[src/rtl/uart_pkg.sv]
// Shared types and helpers for the UART receive path.
package uart_pkg;

  typedef enum logic [2:0] {
    RX_IDLE,
    RX_START,
    RX_DATA,
    RX_PARITY,
    RX_STOP
  } rx_state_t;

  localparam int PAR_NONE = 0;
  localparam int PAR_EVEN = 1;
  localparam int PAR_ODD  = 2;

  // Baud divisor: the bit-period counter runs 0..result, so it is one less
  // than the number of clocks per bit.
  function automatic int baud_div(input int clk_hz, input int baud);
    return (clk_hz / baud) - 1;
  endfunction

endpackage

[src/rtl/uart_rx_cfg_if.sv]
// Receive-side consumer handshake: show-ahead word plus valid/ready and overrun.
interface uart_rx_cfg_if #(
  parameter int DATA_BITS = 8
);
  logic [DATA_BITS-1:0] rx_data;
  logic                 rx_frame_err;
  logic                 rx_parity_err;
  logic                 rx_valid;
  logic                 rx_ready;
  logic                 rx_overrun;

  modport master (
    output rx_data, rx_frame_err, rx_parity_err, rx_valid, rx_overrun,
    input  rx_ready
  );

  modport slave (
    input  rx_data, rx_frame_err, rx_parity_err, rx_valid, rx_overrun,
    output rx_ready
  );
endinterface

[src/rtl/uart_rx_fifo.sv]
// Show-ahead receive FIFO. A push while full is only accepted when a pop
// happens on the same edge; otherwise it is dropped and the caller reports it.
// The head output reads as zero while empty so nothing stale leaks out.
module uart_rx_fifo #(
  parameter int WIDTH = 10,
  parameter int DEPTH = 4
) (
  input  logic             clock,
  input  logic             reset,
  input  logic             push_i,
  input  logic [WIDTH-1:0] wdata_i,
  input  logic             pop_i,
  output logic [WIDTH-1:0] rdata_o,
  output logic             empty_o,
  output logic             full_o
);

  localparam int AW = $clog2(DEPTH);
  localparam logic [AW:0] FULL_CNT = DEPTH[AW:0];

  logic [WIDTH-1:0] mem_q [DEPTH];
  logic [AW-1:0]    wr_ptr_q, wr_ptr_d;
  logic [AW-1:0]    rd_ptr_q, rd_ptr_d;
  logic [AW:0]      count_q, count_d;
  logic             do_push, do_pop;

  assign empty_o = (count_q == '0);
  assign full_o  = (count_q == FULL_CNT);
  assign do_pop  = pop_i && !empty_o;
  assign do_push = push_i && (!full_o || do_pop);
  assign rdata_o = empty_o ? '0 : mem_q[rd_ptr_q];

  // Pointer and occupancy next-state; pointers wrap naturally at DEPTH.
  always_comb begin
    wr_ptr_d = wr_ptr_q;
    rd_ptr_d = rd_ptr_q;
    count_d  = count_q;
    if (do_push) wr_ptr_d = wr_ptr_q + AW'(1);
    if (do_pop)  rd_ptr_d = rd_ptr_q + AW'(1);
    case ({do_push, do_pop})
      2'b10:   count_d = count_q + 1'b1;
      2'b01:   count_d = count_q - 1'b1;
      default: count_d = count_q;
    endcase
  end

  // Pointer and occupancy registers.
  always_ff @(posedge clock or negedge reset) begin
    if (!reset) begin
      wr_ptr_q <= '0;
      rd_ptr_q <= '0;
      count_q  <= '0;
    end else begin
      wr_ptr_q <= wr_ptr_d;
      rd_ptr_q <= rd_ptr_d;
      count_q  <= count_d;
    end
  end

  // Storage array; contents are qualified by count, so no reset is needed.
  always_ff @(posedge clock) begin
    if (do_push) mem_q[wr_ptr_q] <= wdata_i;
  end

endmodule

[src/rtl/uart_rx_cfg.sv]
// Configurable UART receiver: synchroniser, mid-bit sampling FSM and a
// show-ahead word FIFO with overrun reporting.
//
//   state     | meaning
//   ----------+-------------------------------------------------------
//   RX_IDLE   | line idle, waiting for a 1->0 edge on rx_s
//   RX_START  | confirm start bit at mid-bit, else reject as glitch
//   RX_DATA   | shift DATA_BITS samples in LSB first
//   RX_PARITY | sample parity bit and record mismatch
//   RX_STOP   | sample STOP_BITS stop bits, push word after the last
module uart_rx_cfg
  import uart_pkg::*;
#(
  parameter int CLK_HZ     = 27000000,
  parameter int BAUD       = 9600,
  parameter int DATA_BITS  = 8,
  parameter int PARITY     = 0,
  parameter int STOP_BITS  = 1,
  parameter int FIFO_DEPTH = 4
) (
  input logic           clock,
  input logic           reset,
  input logic           RxD,
  uart_rx_cfg_if.master rx_if
);

  localparam int DIV   = baud_div(CLK_HZ, BAUD);
  localparam int HALF  = DIV / 2;
  localparam int CW    = $clog2(DIV + 1);
  localparam int WIDTH = DATA_BITS + 2;
  localparam logic [CW-1:0] DIV_C  = CW'(DIV);
  localparam logic [CW-1:0] HALF_C = CW'(HALF);

  if (DATA_BITS < 5 || DATA_BITS > 16 ||
      PARITY < PAR_NONE || PARITY > PAR_ODD ||
      STOP_BITS < 1 || STOP_BITS > 2 ||
      FIFO_DEPTH < 2 || (FIFO_DEPTH & (FIFO_DEPTH - 1)) != 0 ||
      DIV < 3) begin : g_bad_params
    $error("uart_rx_cfg: illegal parameter combination");
  end

  rx_state_t            state_q, state_d;
  logic [CW-1:0]        cnt_q, cnt_d;
  logic [4:0]           bit_cnt_q, bit_cnt_d;
  logic                 stop_cnt_q, stop_cnt_d;
  logic [DATA_BITS-1:0] shift_q, shift_d;
  logic                 par_err_q, par_err_d;
  logic                 frm_err_q, frm_err_d;
  logic                 sync1_q, rx_s_q, rx_prev_q;
  logic                 overrun_q, overrun_d;
  logic                 sample, push, pop;
  logic                 fifo_empty, fifo_full;
  logic [WIDTH-1:0]     push_word, head_word;

  assign sample = (cnt_q == HALF_C);

  // Two-flop synchroniser plus one delayed copy for falling-edge detection;
  // all reset high so a released reset never looks like a start bit.
  always_ff @(posedge clock or negedge reset) begin
    if (!reset) begin
      sync1_q   <= 1'b1;
      rx_s_q    <= 1'b1;
      rx_prev_q <= 1'b1;
    end else begin
      sync1_q   <= RxD;
      rx_s_q    <= sync1_q;
      rx_prev_q <= rx_s_q;
    end
  end

  // Next-state, sampling and push decisions.
  always_comb begin
    state_d    = state_q;
    cnt_d      = (cnt_q == DIV_C) ? '0 : cnt_q + CW'(1);
    bit_cnt_d  = bit_cnt_q;
    stop_cnt_d = stop_cnt_q;
    shift_d    = shift_q;
    par_err_d  = par_err_q;
    frm_err_d  = frm_err_q;
    push       = 1'b0;
    push_word  = {shift_q, frm_err_q | !rx_s_q, par_err_q};
    case (state_q)
      RX_IDLE: begin
        cnt_d      = '0;
        bit_cnt_d  = '0;
        stop_cnt_d = 1'b0;
        par_err_d  = 1'b0;
        frm_err_d  = 1'b0;
        if (rx_prev_q && !rx_s_q) state_d = RX_START;
      end
      RX_START: begin
        if (sample) state_d = rx_s_q ? RX_IDLE : RX_DATA;
      end
      RX_DATA: begin
        if (sample) begin
          shift_d   = {rx_s_q, shift_q[DATA_BITS-1:1]};
          bit_cnt_d = bit_cnt_q + 5'd1;
          if (bit_cnt_q == 5'(DATA_BITS - 1))
            state_d = (PARITY != PAR_NONE) ? RX_PARITY : RX_STOP;
        end
      end
      RX_PARITY: begin
        if (sample) begin
          // Even parity wants an overall XOR of 0, odd wants 1.
          par_err_d = (^shift_q) ^ rx_s_q ^ (PARITY == PAR_ODD);
          state_d   = RX_STOP;
        end
      end
      RX_STOP: begin
        if (sample) begin
          if (!rx_s_q) frm_err_d = 1'b1;
          stop_cnt_d = 1'b1;
          if (stop_cnt_q == 1'(STOP_BITS - 1)) begin
            push    = 1'b1;
            state_d = RX_IDLE;
          end
        end
      end
      default: state_d = RX_IDLE;
    endcase
  end

  // FSM, timing and datapath registers.
  always_ff @(posedge clock or negedge reset) begin
    if (!reset) begin
      state_q    <= RX_IDLE;
      cnt_q      <= '0;
      bit_cnt_q  <= '0;
      stop_cnt_q <= 1'b0;
      shift_q    <= '0;
      par_err_q  <= 1'b0;
      frm_err_q  <= 1'b0;
    end else begin
      state_q    <= state_d;
      cnt_q      <= cnt_d;
      bit_cnt_q  <= bit_cnt_d;
      stop_cnt_q <= stop_cnt_d;
      shift_q    <= shift_d;
      par_err_q  <= par_err_d;
      frm_err_q  <= frm_err_d;
    end
  end

  assign pop       = !fifo_empty && rx_if.rx_ready;
  assign overrun_d = push && fifo_full && !pop;

  // Overrun is registered into a single-cycle pulse after the dropped push.
  always_ff @(posedge clock or negedge reset) begin
    if (!reset) overrun_q <= 1'b0;
    else        overrun_q <= overrun_d;
  end

  uart_rx_fifo #(
    .WIDTH(WIDTH),
    .DEPTH(FIFO_DEPTH)
  ) u_fifo (
    .clock   (clock),
    .reset   (reset),
    .push_i  (push),
    .wdata_i (push_word),
    .pop_i   (pop),
    .rdata_o (head_word),
    .empty_o (fifo_empty),
    .full_o  (fifo_full)
  );

  assign rx_if.rx_data       = head_word[WIDTH-1:2];
  assign rx_if.rx_frame_err  = head_word[1];
  assign rx_if.rx_parity_err = head_word[0];
  assign rx_if.rx_valid      = !fifo_empty;
  assign rx_if.rx_overrun    = overrun_q;

endmodule

[src/flat_wrapper.sv]
// flat-port wrapper written by rule: the top's interface ports become plain ports
module uart_rx_cfg_flat import uart_pkg::*;
#(
  parameter int CLK_HZ     = 27000000,
  parameter int BAUD       = 9600,
  parameter int DATA_BITS  = 8,
  parameter int PARITY     = 0,
  parameter int STOP_BITS  = 1,
  parameter int FIFO_DEPTH = 4
)
  (clock, reset, RxD, rx_if_rx_data, rx_if_rx_frame_err, rx_if_rx_parity_err, rx_if_rx_valid, rx_if_rx_overrun, rx_if_rx_ready);
  uart_rx_cfg_if #(.DATA_BITS(DATA_BITS)) rx_if_i ();
  input logic clock;
  input logic reset;
  input logic RxD;
  output wire logic [$bits(rx_if_i.rx_data)-1:0] rx_if_rx_data;
  output wire logic [$bits(rx_if_i.rx_frame_err)-1:0] rx_if_rx_frame_err;
  output wire logic [$bits(rx_if_i.rx_parity_err)-1:0] rx_if_rx_parity_err;
  output wire logic [$bits(rx_if_i.rx_valid)-1:0] rx_if_rx_valid;
  output wire logic [$bits(rx_if_i.rx_overrun)-1:0] rx_if_rx_overrun;
  input wire logic [$bits(rx_if_i.rx_ready)-1:0] rx_if_rx_ready;
  assign rx_if_rx_data = rx_if_i.rx_data;
  assign rx_if_rx_frame_err = rx_if_i.rx_frame_err;
  assign rx_if_rx_parity_err = rx_if_i.rx_parity_err;
  assign rx_if_rx_valid = rx_if_i.rx_valid;
  assign rx_if_rx_overrun = rx_if_i.rx_overrun;
  assign rx_if_i.rx_ready = rx_if_rx_ready;
  uart_rx_cfg #(.CLK_HZ(CLK_HZ), .BAUD(BAUD), .DATA_BITS(DATA_BITS), .PARITY(PARITY), .STOP_BITS(STOP_BITS), .FIFO_DEPTH(FIFO_DEPTH)) u_core (.clock(clock), .reset(reset), .RxD(RxD), .rx_if(rx_if_i));
endmodule
[config.mk]
export PLATFORM = sky130hd
export DESIGN_NAME = uart_rx_cfg_flat
export DESIGN_NICKNAME = d
export VERILOG_FILES = /design/src/rtl/uart_pkg.sv /design/src/rtl/uart_rx_cfg_if.sv /design/src/rtl/uart_rx_fifo.sv /design/src/rtl/uart_rx_cfg.sv /design/src/flat_wrapper.sv
export SDC_FILE = /design/constraint.sdc
export NUM_CORES = 1
export LEC_CHECK = 0
export CELL_PAD_IN_SITES_DETAIL_PLACEMENT = 0
export CELL_PAD_IN_SITES_GLOBAL_PLACEMENT = 1
export CORE_ASPECT_RATIO = 0.6
export CORE_MARGIN = 4
export CORE_UTILIZATION = 56
export CTS_BUF_LIST = sky130_fd_sc_hd__clkbuf_8
export CTS_CLUSTER_DIAMETER = 30
export CTS_CLUSTER_SIZE = 12
export DETAILED_ROUTE_END_ITERATION = 7
export PLACE_DENSITY = 0.95
export SYNTH_ARGS = -nofsm -noshare
export SYNTH_HDL_FRONTEND = slang
export SYNTH_HIERARCHICAL = 1
export SYNTH_SLANG_ARGS = --single-unit
[constraint.sdc]
create_clock -name clock -period 5.2 [get_ports clock]
set_clock_uncertainty 0.1 [all_clocks]
set_input_delay 0.78 -clock clock [delete_from_list [all_inputs] [get_ports clock]]
set_output_delay 0.78 -clock clock [all_outputs]
set_load 0.005 [all_outputs]
==> results.py <==
metrics = {
    "status": {
        "result_of_the_run": "finished clean",
    },
    "floorplan": {
        "fp.dieArea_um2": 7920,
        "fp.coreArea_um2": 6220,
        "initial_core_util_pct": 58.7,
        "die_width_um": 112,
        "dieHeight_um": 70.5,
        "core.rowCount": 22,
        "floorplan.io_pins": 16,
    },
    "synth": {
        "sequential_fraction_of_the_synthesis_area_pct": 61.8,
        "synthesis.area_per_instance_um2": 14.1,
        "post_synth_main_area_contributors": "edfxtp_1, dfrtp_1, mux4_2",
        "synth_nets": 272,
        "synth_top_flop_cell": "edfxtp_1",
        "synth.top_cell.area_share_pct": 32.9,
        "synth.ff_latch_count": 82,
        "async_reset_ff_share_pct": 51.2,
        "synth_edf_count": 40,
        "synth_compound_area_share_pct": 3.56,
        "synth_cells": 259,
        "post-synth-top-area-cell": "edfxtp_1",
        "yosys.area_share.simple_pct": 13.3,
        "synth_mux_area_share_pct": 9.01,
        "ys_types": 46,
        "synth_adder_area_share_pct": 3.29,
        "synth_area_um2": 3650,
        "largest_family_of_logic_cells_by_synthesized_area": "simple AND/OR/NAND/NOR gates",
        "yosys.area_share.xor_xnor_pct": 5.89,
        "yosysWarnings": 6,
    },
    "sta": {
        "period_share_pct": 63.0,
        "rsz0062_at_grt": "no",
        "max_freq_mhz": 305,
        "min_period_ps": 3280,
        "final.setup.tns_ps": 0,
        "slew_violations": 0,
        "slew-limit-headroom_pct": 37.1,
        "report.final.setup_viol": 0,
        "finalHoldViolCount": 0,
        "max_slew.worst_pin.slew_ps": 944,
    },
    "clock_tree": {
        "clock_tree.root_cell": "clkbuf_8",
        "cts_made_buffers": 9,
        "cts.repair.resized": 0,
        "numClockSinks": 82,
        "cts_max_path_buffers": 2,
        "post_cts.repair.setup_buffers": 0,
        "post_cts_hold_fix_bufs": 0,
        "clkTransAtPathRegs_ps": 90,
        "clkLatencyLatePin_ps": 360,
        "clock_tree_from_tritoncts": "built",
        "cts_max_level": 3,
    },
    "critical_path": {
        "timing.critical_path.fanout_max": 12,
        "setup.worst_path.class": "reg2out",
        "setup.worst_path.start": "u_core/u_fifo/rd_ptr_q[0]",
        "timing.critical_path.cells": "mux4_2 -> nor2b_1 -> clkdlybuf4s50_1",
        "longest_individual_stage_delay_on_the_worst_path_ps": 840,
        "slowest_stage": "dfrtp_1",
        "arrival_ps": 2400,
        "critPathRequiredTime_ps": 4320,
        "rrSetupSlack_ps": 2290,
        "cp-end-kind": "primary output",
        "reg2reg_from": "u_core/cnt_q[1]",
        "cp.buffers_inverters": 1,
        "setup_crit_start_kind": "flop",
        "path_delay_family": "flip-flops",
    },
    "drt": {
        "wl_per_cell_um": 17.4,
        "drt-vias-per-instance": 5.62,
        "detail-route-antenna-nets": 0,
        "detail_route.iter0.violations": 141,
        "detail_route.first_pass.iterations": 4,
        "vias": 2053,
        "wirelength_routed_um": 6350,
        "drc": 0,
    },
    "power_and_ir_drop": {
        "cellLeakagePower_uw": 0.00171,
        "ir_worst_vdd_mv": 0.184,
        "pwr_density_cell_nw_per_um2": 364,
    },
    "layout": {
        "fill_cells": 454,
        "drive_above_1_share_pct": 17.4,
        "antennaDiodeCount": 0,
        "design_area_um2": 4050,
        "area.growth.synth_to_final_pct": 10.8,
        "layout.nets": 289,
    },
    "place": {
        "port_buffers": 15,
        "hpwl_um": 4290,
        "placement_stage_cell_area_um2": 3850,
        "globalplace.congestion": 0.759,
    },
    "global_route": {
        "first_global_vias": 1991,
        "antenna_violations_before_repair": 0,
        "grt_max_degree": 43,
        "grt_overflow_total": 0,
        "grt.total_usage_pct": 17.2,
        "first_pass_grt_wire_length_um": 10300,
    },
    "job": {
        "timing.max_cap.violations": 0,
    },
    "min_path": {
        "hold_path_startpoint": "u_core/sync1_q",
        "worstHoldPathType": "reg2reg",
    },
}
metrics by stage:
step,cells,worst slack (ps),hold WS [ps],power (µW),util (%)
2_1_floorplan,259,2580,245,972,-
3_3_place_gp,349,2250,253,1040,61.9
3_5_place_dp,349,2090,251,1050,61.9
4_1_cts,365,1860,264,1490,65.0
5_1_grt,365,1750,266,1550,65.0
6_report,365,1920,265,1470,65.0
final timing paths:
kind	to	cells after the start
worst max-delay path	rx_if_rx_data[7]	3
worst min-delay path	u_core/rx_s_q	0
worst max register to register	u_core/u_fifo/count_q[2]	13
worst min register to register	u_core/rx_s_q	0
max in group asynchronous	u_core/u_fifo/count_q[2]	1
min in group asynchronous	u_core/cnt_q[2]	1
cell families (layout without fill, tap and decap cells):
kind of cell / count (synthesis) / count (layout)
buffers and inverters: 24 / 46
and+or+nand+nor: 82 / 82
DFF: 82 / 82
adders and majority gates: 9 / 9
muxes: 19 / 19
AOI/OAI and AO/OA: 20 / 20
xor gates and xnor gates: 23 / 23
cell usage in the layout, fill, tap and decap left out, types with 2 or more instances in the layout:
| cell | instances |
|---|---|
| nor2_1 | 21 |
| nand4_1 | 4 |
| inv_1 | 13 |
| and4_1 | 2 |
| edfxtp_1 | 40 |
| nor3_1 | 3 |
| ha_1 | 8 |
| nand2_1 | 6 |
| clkdlybuf4s50_1 | 14 |
| or3_1 | 4 |
| mux2_2 | 7 |
| nor4b_1 | 2 |
| clkbuf_8 | 9 |
| mux4_2 | 10 |
| xor2_1 | 10 |
| clkinv_4 | 2 |
| buf_4 | 2 |
| xnor2_1 | 12 |
| nand2b_1 | 2 |
| a21oi_1 | 6 |
| nor2b_1 | 12 |
| inv_6 | 3 |
| dfrtp_1 | 39 |
| nand3_1 | 11 |
| o21ai_0 | 6 |
| dfstp_2 | 3 |
| o211ai_1 | 2 |
| and3_1 | 3 |
| and2_2 | 4 |
sequential cells by signal (all words and copies together), names as in the netlist, 2 cells and up:
register and cells:
u_core/bit_cnt_q 5, u_core/cnt_q 12, u_core/shift_q 8, u_core/state_q 3, u_core/u_fifo/count_q 3, u_core/u_fifo/mem_q 40, u_core/u_fifo/rd_ptr_q 2, u_core/u_fifo/wr_ptr_q 2
layout make-up:
class,instances,area (µm²),area share (%)
sequential,82,2260,55.8
inverter,13,48.8,1.21
clock buffer,9,124,3.06
clock inverter,7,71.3,1.76
multi-input combinational,153,1280,31.7
timing repair buffer,17,160,3.96
tap,84,105,2.60
report_power, final:
group,switching (µW),internal (µW),total (µW),leakage (µW)
clock network,254,187,441,0.0000995
registers,87.6,718,806,0.00100
logic,105,120,225,0.000607
synth_stat cells (all sizes together) (3+ instances only):
master,number
inv,13
nand2,6
dfstp,3
nor2b,12
edfxtp,40
dfrtp,39
ha,8
or3,4
mux4,10
nand4,5
mux2,8
and2,4
xnor2,12
nand3,11
xor2,10
a21oi,6
and3,3
nor2,21
nor3,3
o21ai,6
buf,10
routing by layer:
| layer | wire (µm) | global-route usage, % |
|---|---|---|
| met1 | 3120 | 25.8 |
| met3 | 375 | 5.56 |
| met2 | 2820 | 24.1 |
| met5 | 0 | 0 |
| met4 | 40 | 5.33 |
Power figures use the tool's default switching activity.
